## src/rtl/ufm_boot_loader_if.sv

```systemverilog
// UFM word-read handshake between the boot loader (master) and the UFM
// serial word reader (slave). One word per req/ack exchange.
interface ufm_boot_loader_if;
  logic        req;
  logic [22:0] adr;
  logic        ack;
  logic [31:0] data;

  modport master (output req, adr, input ack, data);
  modport slave  (input req, adr, output ack, data);
endinterface

```

## src/rtl/ufm_boot_loader.sv

```systemverilog
// Boot image loader: fetches a header word from UFM, validates magic and
// length, then copies the payload words into boot RAM one byte per cycle,
// MSB first, starting at RAM byte address 0. done/error gate CPU reset.
module ufm_boot_loader #(
  parameter logic [22:0] BASE_ADR = 23'h0,
  parameter int unsigned RAM_AW   = 12,
  parameter logic [15:0] MAGIC    = 16'hB007,
  parameter int unsigned TIMEOUT  = 1024
) (
  input  logic                clk,
  input  logic                reset,
  input  logic                start,
  output logic                busy,
  output logic                done,
  output logic                error,
  output logic [15:0]         count,
  ufm_boot_loader_if.master   ufm,
  output logic                ram_we,
  output logic [RAM_AW-1:0]   ram_adr,
  output logic [7:0]          ram_dout
);

  localparam int unsigned   WW    = $clog2(TIMEOUT) + 1;
  localparam logic [WW-1:0] WLAST = WW'(TIMEOUT - 1);
  // RAM capacity in bytes, wide enough that len*4 never overflows the compare
  localparam logic [32:0]   CAP   = 33'(1) << RAM_AW;

  typedef enum logic [2:0] {
    IDLE, HDR_REQ, CHECK, DAT_REQ, WRITE, DONE, ERR
  } state_t;

  state_t        st, nxt;
  logic [22:0]   adr;
  logic [31:0]   word;
  logic [15:0]   len;
  logic [WW-1:0] wcnt;
  logic [1:0]    k;
  logic [17:0]   badr;
  logic          go, bad, last_word, tmo;

  // start is only honoured when not busy; DONE/ERR accept it as a restart
  assign go        = start & ((st == IDLE) | (st == DONE) | (st == ERR));
  assign bad       = (word[31:16] != MAGIC) | (len == 16'd0) |
                     ({15'd0, len, 2'b00} > CAP);
  assign last_word = (count + 16'd1) == len;
  assign tmo       = (wcnt == WLAST);
  assign badr      = {count, k};
  assign ufm.adr   = adr;

  // state register
  always_ff @(posedge clk) begin
    if (reset) st <= IDLE;
    else       st <= nxt;
  end

  // next state and state-decoded outputs; ack only matters in REQ states
  always_comb begin
    nxt     = st;
    ufm.req = 1'b0;
    ram_we  = 1'b0;
    busy    = 1'b1;
    done    = 1'b0;
    error   = 1'b0;
    case (st)
      IDLE: begin
        busy = 1'b0;
        if (start) nxt = HDR_REQ;
      end
      HDR_REQ: begin
        ufm.req = 1'b1;
        if (ufm.ack)  nxt = CHECK;
        else if (tmo) nxt = ERR;
      end
      CHECK: nxt = bad ? ERR : DAT_REQ;
      DAT_REQ: begin
        ufm.req = 1'b1;
        if (ufm.ack)  nxt = WRITE;
        else if (tmo) nxt = ERR;
      end
      WRITE: begin
        ram_we = 1'b1;
        if (k == 2'd3) nxt = last_word ? DONE : DAT_REQ;
      end
      DONE: begin
        busy = 1'b0;
        done = 1'b1;
        if (start) nxt = HDR_REQ;
      end
      ERR: begin
        busy  = 1'b0;
        error = 1'b1;
        if (start) nxt = HDR_REQ;
      end
      default: nxt = IDLE;
    endcase
  end

  // RAM byte lane: address count*4+k, big-endian byte order within the word
  always_comb begin
    ram_adr  = '0;
    ram_dout = 8'h00;
    if (st == WRITE) begin
      ram_adr = RAM_AW'(badr);
      case (k)
        2'd0:    ram_dout = word[31:24];
        2'd1:    ram_dout = word[23:16];
        2'd2:    ram_dout = word[15:8];
        default: ram_dout = word[7:0];
      endcase
    end
  end

  // datapath: UFM address, latched word/length, wait counter, byte index
  always_ff @(posedge clk) begin
    if (reset) begin
      adr   <= '0;
      word  <= '0;
      len   <= '0;
      wcnt  <= '0;
      k     <= '0;
      count <= '0;
    end else begin
      if (go) begin
        count <= '0;
        adr   <= BASE_ADR;
        wcnt  <= '0;
      end
      case (st)
        HDR_REQ, DAT_REQ: begin
          wcnt <= wcnt + 1'b1;
          if (ufm.ack) begin
            word <= ufm.data;
            k    <= '0;
            if (st == HDR_REQ) len <= ufm.data[15:0];
          end
        end
        CHECK: begin
          if (!bad) begin
            adr  <= BASE_ADR + 23'd1;
            wcnt <= '0;
          end
        end
        WRITE: begin
          k <= k + 2'd1;
          if (k == 2'd3) begin
            count <= count + 16'd1;
            adr   <= adr + 23'd1;
            wcnt  <= '0;
          end
        end
        default: ;
      endcase
    end
  end

endmodule

```

## src/flat_wrapper.sv

```systemverilog
// flat-port wrapper written by rule: the top's interface ports become plain ports
module ufm_boot_loader_flat 
#(
  parameter logic [22:0] BASE_ADR = 23'h0,
  parameter int unsigned RAM_AW   = 12,
  parameter logic [15:0] MAGIC    = 16'hB007,
  parameter int unsigned TIMEOUT  = 1024
)
  (clk, reset, start, busy, done, error, count, ram_we, ram_adr, ram_dout, ufm_req, ufm_adr, ufm_ack, ufm_data);
  ufm_boot_loader_if ufm_i ();
  input  logic clk;
  input  logic reset;
  input  logic start;
  output logic busy;
  output logic done;
  output logic error;
  output logic [15:0] count;
  output logic ram_we;
  output logic [RAM_AW-1:0] ram_adr;
  output logic [7:0] ram_dout;
  output wire logic [$bits(ufm_i.req)-1:0] ufm_req;
  output wire logic [$bits(ufm_i.adr)-1:0] ufm_adr;
  input wire logic [$bits(ufm_i.ack)-1:0] ufm_ack;
  input wire logic [$bits(ufm_i.data)-1:0] ufm_data;
  assign ufm_req = ufm_i.req;
  assign ufm_adr = ufm_i.adr;
  assign ufm_i.ack = ufm_ack;
  assign ufm_i.data = ufm_data;
  ufm_boot_loader #(.BASE_ADR(BASE_ADR), .RAM_AW(RAM_AW), .MAGIC(MAGIC), .TIMEOUT(TIMEOUT)) u_core (.clk(clk), .reset(reset), .start(start), .busy(busy), .done(done), .error(error), .count(count), .ufm(ufm_i), .ram_we(ram_we), .ram_adr(ram_adr), .ram_dout(ram_dout));
endmodule
```

## config.mk

```make
export PLATFORM = sky130hd
export DESIGN_NAME = ufm_boot_loader_flat
export DESIGN_NICKNAME = d
export VERILOG_FILES = /design/src/rtl/ufm_boot_loader_if.sv /design/src/rtl/ufm_boot_loader.sv /design/src/flat_wrapper.sv
export SDC_FILE = /design/constraint.sdc
export NUM_CORES = 1
export LEC_CHECK = 0
export BUFFER_PORTS_ARGS = -buffer_cell sky130_fd_sc_hd__buf_4
export CAP_MARGIN = 20
export CORE_UTILIZATION = 60
export CTS_CLUSTER_SIZE = 40
export DETAILED_ROUTE_END_ITERATION = 6
export PLACE_DENSITY = 0.85
export SLEW_MARGIN = 25
export SYNTH_ARGS = -nofsm -noshare
export SYNTH_HDL_FRONTEND = slang
export SYNTH_SLANG_ARGS = --single-unit
```

## constraint.sdc

```tcl
create_clock -name clk -period 6.24 [get_ports clk]
set_input_delay 0.312 -clock clk [delete_from_list [all_inputs] [get_ports clk]]
set_output_delay 0.312 -clock clk [all_outputs]
set_load 0.02 [all_outputs]
```

* Word-level counts from Yosys, hierarchy flattened
Index checks and enable logic that the tools add are counted.
** Word-level totals
- Logic and storage cells :: 71
- Register bits :: 103
- Input bits :: 36
- Output and inout port bits :: 64
** Operators by class
- $lt $le $gt $ge :: 1
- Equal/unequal tests :: 15
- Mux-type cells :: 29
- Reductions and logical operators :: 10
- Add/sub/neg operators :: 4
- Bitwise gates (word level) :: 5
** Operator list (count)
- 2-to-1 mux 23 bit :: 3
- 2-to-1 mux 16 bit :: 3
- case mux 23 bit (2 select lines) :: 1
- 2-to-1 mux 11 bit :: 3
- case mux 11 bit (3 select lines) :: 1
- case mux 8 bit (3 select lines) :: 1
- adder 23 x 1 -> 23 bit (second input constant) :: 1
- 2-to-1 mux 3 bit :: 7
- > comparator 18 x 13 -> 1 bit (second input constant) :: 1
- adder 16 x 1 -> 16 bit (second input constant) :: 1
- equality test 16 bit :: 1
- zero test 16 bit :: 1
- inequality test 16 bit (second input constant) :: 1
- case mux 3 bit (5 select lines) :: 1
- 2-to-1 mux 12 bit :: 1
- adder 11 x 1 -> 11 bit (second input constant) :: 1
- equality test 11 x 10 -> 1 bit (second input constant) :: 1
- equality test 3 bit (second input constant) :: 3
- 2-to-1 mux 8 bit :: 1
- equality test 3 x 2 -> 1 bit (second input constant) :: 2
- inequality test 2 x 1 -> 1 bit (second input constant) :: 3
- AND reduction 2 bit :: 3
- 2-to-1 mux 1 bit :: 5
- equality test 2 bit (second input constant) :: 2
- 13 further kinds :: 16

* Longest topological paths before layout
Gate-level depths: netlist of the first run.
- Depth after elaboration :: 7
- Depth in mapped cells :: 10
- Mapped depth without buffers :: 9

* Worst setup path before layout of the first run
No wires, ideal clock.
- Path kind :: register to register
- From :: reg u_core.count[0]
- To :: reg u_core.st[1]
- Period minus slack after synthesis :: 2546 ps
- Stages on the path, launching flop included :: 9
- Setup slack :: 3694 ps
- Required time :: 6103 ps
- Path buffers :: 0
- Arrival :: 2409 ps
- Library setup time :: 137 ps
- Cells stage by stage :: dfxtp_1 > ha_1 > nand3_1 > nor4_1 > and3_1 > xnor2_1 > nand3_1 > a2111oi_0 > a21oi_1
** Between the ends
- Word-level cells in the longest chain between the ends :: 5
** RTL lines
- start, declared :: RTL line ufm_boot_loader.sv:16 : output logic [15:0] count,
- start signal, assigned :: RTL line ufm_boot_loader.sv:146 : count <= count + 16'd1;
- adder 16 x 1 -> 16 bit :: RTL line ufm_boot_loader.sv:45 : assign last_word = (count + 16'd1) == len;
- equality test 16 bit :: RTL line ufm_boot_loader.sv:45
- 2-to-1 mux 3 bit (2 in series) :: RTL line ufm_boot_loader.sv:82 : if (k == 2'd3) nxt = last_word ? DONE : DAT_REQ;
- case mux 3 bit (5 select lines) :: RTL line ufm_boot_loader.sv:64 : case (st)
- end signal, assigned :: RTL line ufm_boot_loader.sv:53 : else st <= nxt;
- end, declared :: RTL line ufm_boot_loader.sv:32 : state_t st, nxt;
No other way between the ends. The select of a mux whose other input is x is not followed.
A chain may end at the register's enable or synchronous reset.

* Final worst setup path of the first run
- From :: reg u_core.st[2]
- To :: reg u_core.wcnt[7]
** Between the ends
- Word-level cells in the longest chain between the ends :: 7
- Elaborated cells between the ends (all ways) :: 15
- Those cells by class :: eq/ne (6); mux (4); bitwise (3); reduce/logical (2)
** RTL lines
- equality test 3 bit or zero test 3 bit (tied branches) :: RTL line ufm_boot_loader.sv:42 : assign go = start & ((st == IDLE) | (st == DONE) | (st == ERR));
- bitwise OR 1 bit (2 in series) :: RTL line ufm_boot_loader.sv:42
- bitwise AND 1 bit :: RTL line ufm_boot_loader.sv:42
- 2-to-1 mux 11 bit :: RTL line ufm_boot_loader.sv:123 : if (go) begin
- 2-to-1 mux 11 bit (on tied branches) :: RTL line ufm_boot_loader.sv:145, ufm_boot_loader.sv:138
- case mux 11 bit (3 select lines) * :: RTL line ufm_boot_loader.sv:128 : case (st)
- end signal, assigned :: RTL line ufm_boot_loader.sv:130 : wcnt <= wcnt + 1'b1;
- end, declared :: RTL line ufm_boot_loader.sv:36 : logic [WW-1:0] wcnt;
Mark *: on every way between the ends. The rest lies on a longest branch, timed or not.

==> reports/qor.yml, run 1 <==
setup_viol: 0
dieArea_um2: 9320
antennaDiodeCount: 0
syn_inst: 736
ios: 100
drc_errors: 0
synth_area_um2: 5360
clk_latency_ns: 0.36
drt_pass1_iterations: 5
chipHeight_um: 96.5
drive_above_1_share_pct: 15.4
critPathLaunchType: "flip-flop"
io_buffer_count: 99
antenna_found_initial: 0
syn_nets: 779
worst-path-buf-inv: 2
cts.root.buffer_cell: "clkbuf_8"
finalWirelength_um: 14700
final_core_util_pct: 72.2
nets: 841
grt_pass1_wl_um: 23000
maxSlewViolCount: 0
pwr_density_cell_nw_per_um2: 219
critical_path.top_delay_family: "simple AND/OR/NAND/NOR gates"
max_stage_delay_ns: 0.59
grt_pass1_vias: 4957
cts-buffers-inserted: 9
fmax_mhz: 300
gp_congestion: 0.949
yosys_warnings: 0
synth_cell_types: 49
initial_utilization_pct: 61.8
slew_headroom_pct: 33.3
post_cts_buffers: 0
async_flop_share_pct: 0
fin_skew_ns: 0.00922
worstPathRequired_ns: 6.46
ys.flop_type: "dfxtp_1"
yosysSeqAreaShare_pct: 38.5
rsz0062_at_grt: "false"
cts_hold_buf: 0
finalSetupTns_ns: 0
critPathSlowestCell: "or3_1"
holdCritPathClass: "input port to flip-flop"
cts_resized: 0
finalCritPeriodShare_pct: 53.4
fp-row-count: 34
cts.sinks: 103
num_vias: 5641
cp_cell_sequence: "inv_1 > or3_1 > inv_1 > nand2_1 > nand2_1 > a21o_1 > nor2_1 > mux2i_1 > nor2_1"
synth_top_cell_by_area: "dfxtp_1"
end_kind: "flip-flop"
core_um2: 8680
syn_avg_cell_area_um2: 7.28
vdd.ir_drop.worst_v: 0.000132
arrival_ns: 3.55
outcome: "finished, final reports clean"
synth_edf_count: 0
fillers: 734
period_minus_slack_ns: 3.33
path_class: "flip-flop to flip-flop"
routedWlPerCell_um: 16.1
finalHoldViolations: 0
worst-path-max-fanout: 20
synthTopCellsByArea: "dfxtp_1, nand2_1, a21oi_1"
p_leak_nw: 2.38
syn_to_final_growth_pct: 16.9
drtIter0Drc: 371
cts_tree: "built"
grt_max_degree: 96
ant_nets: 0
ys_ff_latch: 103
path_clk_slew_ns: 0.10
vias_per_cell: 6.19
cts.htree.levels: 3
die_x_um: 96.5
grt_usage_pct: 31.9
worstMarginPinSlew_ns: 1.00
clock_path_buffers: 2
maxCapViolCount: 0
synth.top_cell.area_share_pct: 38.5
overflow: 0
dpl.hpwl_um: 10400
==> where the power goes <==
group          internal (mW)  switching, mW  total [mW]  leakage (nW)
sequential             0.685         0.0346       0.719         0.833
clock                  0.188          0.238       0.426        0.0933
combinational         0.0812          0.145       0.226          1.45
==> final timing paths <==
kind | cells past startpoint | slack (ns) | end | startpoint
max | 9 | 2.91 | u_core.wcnt[7] | u_core.st[2]
max reg2reg | 9 | 2.91 | u_core.wcnt[7] | u_core.st[2]
min reg2reg | 2 | 0.47 | u_core.word[12] | u_core.word[12]
min | 3 | 0.18 | u_core.word[23] | ufm_data[23]
==> cell families after synthesis <==
group | Yosys count | share of synthesized area [%]
AO/OA/AOI/OAI | 186 | 20.9
multiplexers | 2 | 0.373
buffers and inverters | 63 | 4.55
flip-flops | 103 | 38.5
adder cells (fa/ha/maj) | 7 | 1.63
AND/OR/NAND/NOR | 349 | 29.9
XOR/XNOR | 26 | 4.25
==> metrics by stage <==
stage / power (mW) / worst slack (ns) / hold slack, ns / instance area [um^2] / cells
finish: 1.37 / 2.91 / 0.181 / 6260 / 911
global route: 1.43 / 2.66 / 0.169 / 6260 / 911
floorplan: 0.885 / 3.69 / 0.431 / 5360 / 736
CTS: 1.37 / 2.88 / 0.177 / 6260 / 911
detailed placement: 0.955 / 2.92 / 0.450 / 6060 / 895
global placement: 0.948 / 3.09 / 0.443 / 6060 / 895
==> Yosys cell counts (6+ instances only) <==
| cell | instances |
|---|---|
| and3_1 | 12 |
| a21oi_1 | 88 |
| nor4_1 | 9 |
| nand3_1 | 20 |
| xnor2_1 | 13 |
| inv_1 | 12 |
| or4_1 | 6 |
| nand2_1 | 145 |
| a222oi_1 | 8 |
| xor2_1 | 13 |
| a311oi_1 | 14 |
| nand4_1 | 10 |
| nor2_1 | 85 |
| dfxtp_1 | 103 |
| nor3_1 | 16 |
| and2_1 | 17 |
| clkbuf_1 | 46 |
| ha_1 | 7 |
| o21ai_0 | 36 |
| a31oi_1 | 14 |
==> layer usage <==
layer  wire (um)  GRT usage [%]
met4         414           12.7
met3        1010           5.32
met2        7190           54.6
met1        6090           39.8
met5           0              0
==> final cells by class <==
type                       instances  area (um^2)  area share [%]
sequential                       103         2060            32.9
tap                              108          135            2.16
timing repair buffer             102          766            12.2
inverter                          12         45.0           0.719
clock buffer                      10          128            2.04
clock inverter                     6         67.6            1.08
multi-input combinational        570         3060            48.9
==> sequential cells by signal (all words and copies together) (netlist names) <==
signal	flops
u_core.word	32
u_core.ufm.adr	23
u_core.count	16
u_core.len	16
u_core.wcnt	11
u_core.st	3
u_core.k	2
==> layout by cell type, fill, tap and decap left out, types with 3 or more instances in the layout <==
cell and instances:
nand3_1 20, dfxtp_1 103, a222oi_1 8, or3_1 5
xnor2_1 13, inv_1 12, nor4_1 9, clkbuf_8 9
a21oi_1 88, and2_1 17, nand3b_1 3, or4_1 6
and3_1 12, nand2_1 144, a311oi_1 14, ha_1 7
or2_2 3, a211oi_1 3, nand4_1 10, a22oi_1 4
nor2_1 84, buf_4 102, nor2b_1 5, o21ai_0 36
nand2b_1 4, a31oi_1 14, o31ai_1 5, nor3_1 16
xor2_1 13
==> worst register-to-register path, cell delays in order (launching register included) <==
cell and delay (ns):
dfxtp_1 0.55, inv_1 0.18, or3_1 0.59, inv_1 0.49, nand2_1 0.14, nand2_1 0.44
a21o_1 0.49, nor2_1 0.10, mux2i_1 0.15, nor2_1 0.05
No activity file was read; power rests on OpenSTA's default activity.
==> run 2, diff against run 1 <==
Settings changed: CORE_UTILIZATION 60 to 56, PLACE_DENSITY 0.85 to 0.8.
Clock period 6.24 ns to 3.25 ns, I/O delays scaled along.
==> reports/qor.yml, run 2 (same netlist as run 1, synthesis figures left out) <==
maxSlewViolCount: 0  # unchanged
ios: 100  # unchanged
min_path_cells: 3  # unchanged
grt_usage_pct: 29.1  # -2.8 points
grt_max_degree: 96  # unchanged
setup_viol: 0  # unchanged
fin_area_um2: 6340  # +1.2%
fin_skew_ns: 0.0104  # +0.00117 ns
core_um2: 9240  # +6.5%
routedWlPerCell_um: 15.4  # -4.7%
nets: 848  # +0.83%
min_to: "u_core.word[27]"
chipHeight_um: 99.8  # +3.4%
path_clk_slew_ns: 0.10  # about the same
num_vias: 5571  # -1.2%
crit_top_cell: "nand3_1"
worst-path-buf-inv: 1  # -1
die_x_um: 99.8  # +3.4%
slew_headroom_pct: 34.6  # +1.2 points
worstHoldStart: "ufm_data[27]"
fillers: 798  # +8.7%
path_class: "flip-flop to flip-flop"
seqCellArea_um2: 2060  # unchanged
post_cts_buffers: 0  # unchanged
regMostFlops: "u_core.word"
worstMarginPinSlew_ns: 0.982  # -0.0184 ns
dieArea_um2: 9970  # +7.0%
startpoint: "u_core.count[0]"
antenna_found_initial: 0  # unchanged
final_common_cell: "nand2_1"
cp_cell_sequence: "ha_1 > nand3_1 > nor4_1 > buf_4 > and3_1 > xnor2_1 > nand3_1 > a2111oi_1 > a21oi_1"
finalSetupTns_ns: 0  # unchanged
instances_no_fill: 939  # +3.1%
max_stage_delay_ns: 0.53  # -0.06 ns
drt_pass1_iterations: 5  # unchanged
cts_resized: 0  # unchanged
cts.root.buffer_cell: "clkbuf_8"
cts-buffers-inserted: 9  # unchanged
initial_utilization_pct: 58.0  # -3.8 points
vias_per_cell: 5.93  # -4.2%
pwr_density_cell_nw_per_um2: 414  # +89%
ant_nets: 0  # unchanged
critical_path.top_delay_family: "simple AND/OR/NAND/NOR gates"
drtIter0Drc: 364  # -1.9%
clock_path_buffers: 2  # unchanged
cts.htree.levels: 3  # unchanged
place_area_um2: 6140  # +1.3%
finalCritPeriodShare_pct: 87.1  # +34 points
critPathLaunchType: "flip-flop"
top_regs: "u_core.word (32), u_core.ufm.adr (23)"
rsz0062_at_grt: "false"
ff2ff_setup_slack_ns: 0.42  # -2.49 ns
fmax_mhz: 353  # +18%
final_cell_mix: "nand2_1, buf_4, dfxtp_1"
clk_latency_ns: 0.37  # about the same
overflow: 0  # unchanged
cp.depth: 9  # unchanged
rr_worst_depth: 9  # unchanged
end_kind: "flip-flop"
outcome: "finished, final reports clean"
finalHoldViolations: 0  # unchanged
period_minus_slack_ns: 2.83  # -0.497 ns
r2r_end: "u_core.st[1]"
cts.sinks: 103  # unchanged
worst-path-max-fanout: 9  # -55%
finalWirelength_um: 14400  # -1.8%
dpl.hpwl_um: 10300  # -0.24%
critPathSlowestCell: "a2111oi_1"
antennaDiodeCount: 0  # unchanged
largest_register_ffs: 32  # unchanged
fp-row-count: 35  # +2.9%
reg2reg_from: "u_core.count[0]"
dp.cells: 923  # +3.1%
grt_pass1_vias: 4996  # +0.79%
gp_congestion: 0.917  # -3.3%
cts_hold_buf: 0  # unchanged
arrival_ns: 3.07  # -0.48 ns
io_buffer_count: 99  # unchanged
drive_above_1_share_pct: 16.0  # +0.61 points
holdCritPathClass: "input port to flip-flop"
multi_input_area_um2: 3060  # about the same
cts_tree: "built"
grt_pass1_wl_um: 23400  # +1.8%
maxCapViolCount: 0  # unchanged
worstPathRequired_ns: 3.49  # -2.97 ns
p_leak_nw: 2.41  # +1.5%
syn_to_final_growth_pct: 18.3
drc_errors: 0  # unchanged
vdd.ir_drop.worst_v: 0.000267  # +100%
[run 2: worst max path at each step]
stage	slack, ns	to
3_3_place_gp	0.24	u_core.st[1]
4_1_cts	0.27	u_core.st[1]
3_5_place_dp	0.30	u_core.st[1]
2_1_floorplan	0.70	u_core.st[1]
6_report	0.42	u_core.st[1]
5_1_grt	0.12	u_core.st[1]
[run 2: area by class of cell]
type / count / share of cell area (%)
clock buffers: 10 / 2.01
clock inverters: 6 / 1.07
inverters: 12 / 0.710
multi-input cells: 570 / 48.2
flip-flops and latches: 103 / 32.5
well taps: 129 / 2.55
repair buffers: 109 / 12.9
[run 2: through the flow]
| stage | utilization, % | setup WS [ns] | hold slack [ns] | total power, mW |
|---|---|---|---|---|
| global placement | 66.5 | 0.237 | 0.408 | 1.82 |
| finish | 68.6 | 0.418 | 0.0294 | 2.63 |
| global route | 68.6 | 0.122 | 0.0166 | 2.75 |
| detailed placement | 66.5 | 0.304 | 0.418 | 1.84 |
| CTS | 68.6 | 0.273 | 0.0223 | 2.63 |
| floorplan | - | 0.704 | 0.298 | 1.70 |
[run 2: power breakdown]
part / internal, mW / switching, mW / leakage [nW]
Clock: 0.361 / 0.450 / 0.0933
Sequential: 1.31 / 0.0655 / 0.833
Combinational: 0.164 / 0.272 / 1.49
[run 2: worst min-delay path: stages]
cell and delay, ns:
buf_4 0.10, nand2_1 0.04, a21oi_1 0.05
[run 2: routing by layer]
layer	routed length (um)	part of all wire [%]	GRT usage [%]	vias to the layer above
met5	0	0	0	-
met4	364	2.5	11.8	0
met3	823	5.7	3.83	27
met2	7060	49	49.3	199
met1	6180	43	37.6	2637
li1	-	-	-	2708
==> run 3, diff against run 2 <==
Settings changed: ABC_AREA set to 1, CORE_UTILIZATION 56 to 57, PLACE_DENSITY 0.8 to 0.81, SETUP_SLACK_MARGIN set to 0.2.
==> reports/qor.yml, run 3 <==
ios: 100  # unchanged
fillers: 999  # +25%
p_leak_nw: 2.94  # +22%
ys.flop_type: "dfxtp_1"
final_core_util_pct: 68.1  # -0.52 points
vias_per_cell: 5.46  # -8.0%
largest_register_ffs: 32  # unchanged
cts.sinks: 103  # unchanged
drt_pass1_iterations: 5  # unchanged
post_cts_buffers: 0  # unchanged
power.total_mw: 3.41  # +30%
chipHeight_um: 105  # +4.7%
cts_tree: "built"
ff2ff_setup_slack_ns: 0.75  # +0.33 ns
synth_edf_count: 0  # unchanged
muxShareOfSynthArea_pct: 0  # -0.37 points
fp-row-count: 37  # +5.7%
end_kind: "flip-flop"
synthTopCellsByArea: "dfxtp_1, nand2_1, nand3_1"
final_common_cell: "nand2_1"
synth_top_family_by_area: "simple AND/OR/NAND/NOR gates"
crit_top_cell: "nand2_1"
setup_viol: 0  # unchanged
ant_nets: 0  # unchanged
cts_resized: 0  # unchanged
finalHoldViolations: 0  # unchanged
synth_area_um2: 5990  # +12%
drc_errors: 0  # unchanged
synth.top_cell.area_share_pct: 34.4  # -4.1 points
place_area_um2: 6800  # +11%
yosysSeqAreaShare_pct: 34.4  # -4.1 points
rsz0062_at_grt: "false"
cts.root.buffer_cell: "clkbuf_8"
arrival_ns: 2.78  # -0.29 ns
initial_utilization_pct: 58.3  # +0.31 points
die_x_um: 105  # +4.7%
grt_max_degree: 56  # -42%
path_clk_slew_ns: 0.11  # about the same
finalCritPeriodShare_pct: 76.9  # -10 points
drtIter0Drc: 435  # +20%
syn_nets: 995  # +28%
num_vias: 6383  # +15%
clk_latency_ns: 0.38  # about the same
slew_headroom_pct: 48.9  # +14 points
instances_no_fill: 1170  # +25%
finalSetupTns_ns: 0  # unchanged
finalWirelength_um: 16500  # +14%
maxSlewViolCount: 0  # unchanged
critPathSlowestCell: "nand3_1"
cp_cell_sequence: "inv_1 > nand4_1 > nor4_1 > nand2_1 > nand2_1 > nand3_1 > nand2_1 > nand2_1 > nand2_1 > o21ai_0 > nand2_1 > inv_1"
overflow: 0  # unchanged
synth-simple-area-share_pct: 36.3  # +6.4 points
io_buffer_count: 99  # unchanged
nets: 1072  # +26%
yosys_warnings: 0  # unchanged
worstMarginPinSlew_ns: 0.765  # -0.216 ns
dpl.hpwl_um: 12100  # +17%
path_class: "flip-flop to flip-flop"
synthXorXnorAreaFrac_pct: 2.42  # -1.8 points
core_um2: 10300  # +11%
regMostFlops: "u_core.word"
syn_inst: 952  # +29%
fmax_mhz: 400  # +13%
period_minus_slack_ns: 2.50  # -0.331 ns
synth_top_cell_by_area: "dfxtp_1"
async_flop_share_pct: 0  # unchanged
dieArea_um2: 10900  # +9.6%
fin_skew_ns: 0.0197  # +0.00929 ns
syn_to_final_growth_pct: 16.8
critPathLaunchType: "flip-flop"
routedWlPerCell_um: 14.1  # -8.2%
grt_pass1_vias: 5698  # +14%
gp_congestion: 0.948  # +3.3%
ys_ff_latch: 103  # unchanged
grt_pass1_wl_um: 27100  # +16%
max_stage_delay_ns: 0.36  # -0.17 ns
dp.cells: 1154  # +25%
grt_usage_pct: 30.4  # +1.3 points
holdCritPathClass: "input port to flip-flop"
antenna_found_initial: 0  # unchanged
pwr_density_cell_nw_per_um2: 488  # +18%
worstPathRequired_ns: 3.53  # +0.04 ns
outcome: "finished, final reports clean"
synth_compound_area_share_pct: 15.5  # -5.4 points
vdd.ir_drop.worst_v: 0.000279  # +4.5%
fin_area_um2: 7000  # +10%
antennaDiodeCount: 0  # unchanged
synth_cell_types: 40  # -18%
syn_avg_cell_area_um2: 6.30  # -14%
ys_top_cells_by_count: "nand2_1, dfxtp_1, inv_1"
final_cell_mix: "nand2_1, buf_4, dfxtp_1"
synth_fa_ha_area_share_pct: 1.46  # -0.17 points
clock_path_buffers: 2  # unchanged
cts-buffers-inserted: 9  # unchanged
cts_hold_buf: 0  # unchanged
maxCapViolCount: 0  # unchanged
worst-path-max-fanout: 13  # +4
drive_above_1_share_pct: 14.4  # -1.6 points
synth.most_common_cell: "nand2_1"
top_regs: "u_core.word (32), u_core.ufm.adr (23)"
cts.htree.levels: 3  # unchanged
run 3: cell families after synthesis:
kind of cell | after synthesis
AOI/OAI and AO/OA | 171
xor gates and xnor gates | 15
adders and majority gates | 7
buffers and inverters | 152
DFF | 103
and+or+nand+nor | 504
run 3: worst paths after layout:
kind | from | endpoint | cells past startpoint
min reg2reg | u_core.word[0] | u_core.word[0] | 2
max | u_core.len[13] | u_core.ufm.adr[13] | 12
min | ufm_data[21] | u_core.word[21] | 3
max reg2reg | u_core.len[13] | u_core.ufm.adr[13] | 12
run 3: power breakdown:
| group | total [mW] | internal, mW | switching, mW |
|---|---|---|---|
| Sequential | 1.51 | 1.40 | 0.113 |
| Clock | 0.812 | 0.321 | 0.491 |
| Combinational | 1.09 | 0.348 | 0.741 |
| Total | 3.41 | 2.07 | 1.34 |
run 3: per-layer routing:
metal / wire length (um) / GRT usage [%] / share of wire [%] / vias to the layer above
met1: 7540 / 42.6 / 46 / 2841
met3: 1180 / 5.30 / 7.1 / 27
met2: 7490 / 48.0 / 45 / 249
met4: 302 / 8.37 / 1.8 / 0
li1: - / - / - / 3266
met5: 0 / 0 / 0 / -
run 3: per-stage QoR:
stage	hold slack, ns	worst slack (ns)
after floorplan	0.297	1.26
after global placement	0.385	0.912
after detailed placement	0.389	0.834
after CTS	0.0000598	0.804
after global routing	0.0165	0.587
final	0.00249	0.749
run 3: area by class of cell:
class                   instances  area [um^2]  area share (%)
well taps                     136          170            2.43
flip-flops and latches        103         2060            29.5
inverters                     107          402            5.74
repair buffers                111          833            11.9
multi-input cells             697         3340            47.7
clock buffers                  10          138            1.97
clock inverters                 6         57.6           0.822
run 3: worst max-delay path, delay by kind of cell (launching register included):
kind | cells | cell delay, ns
buffers and inverters | 2 | 0.16
and+or+nand+nor | 9 | 1.79
AOI/OAI and AO/OA | 1 | 0.15
DFF | 1 | 0.31
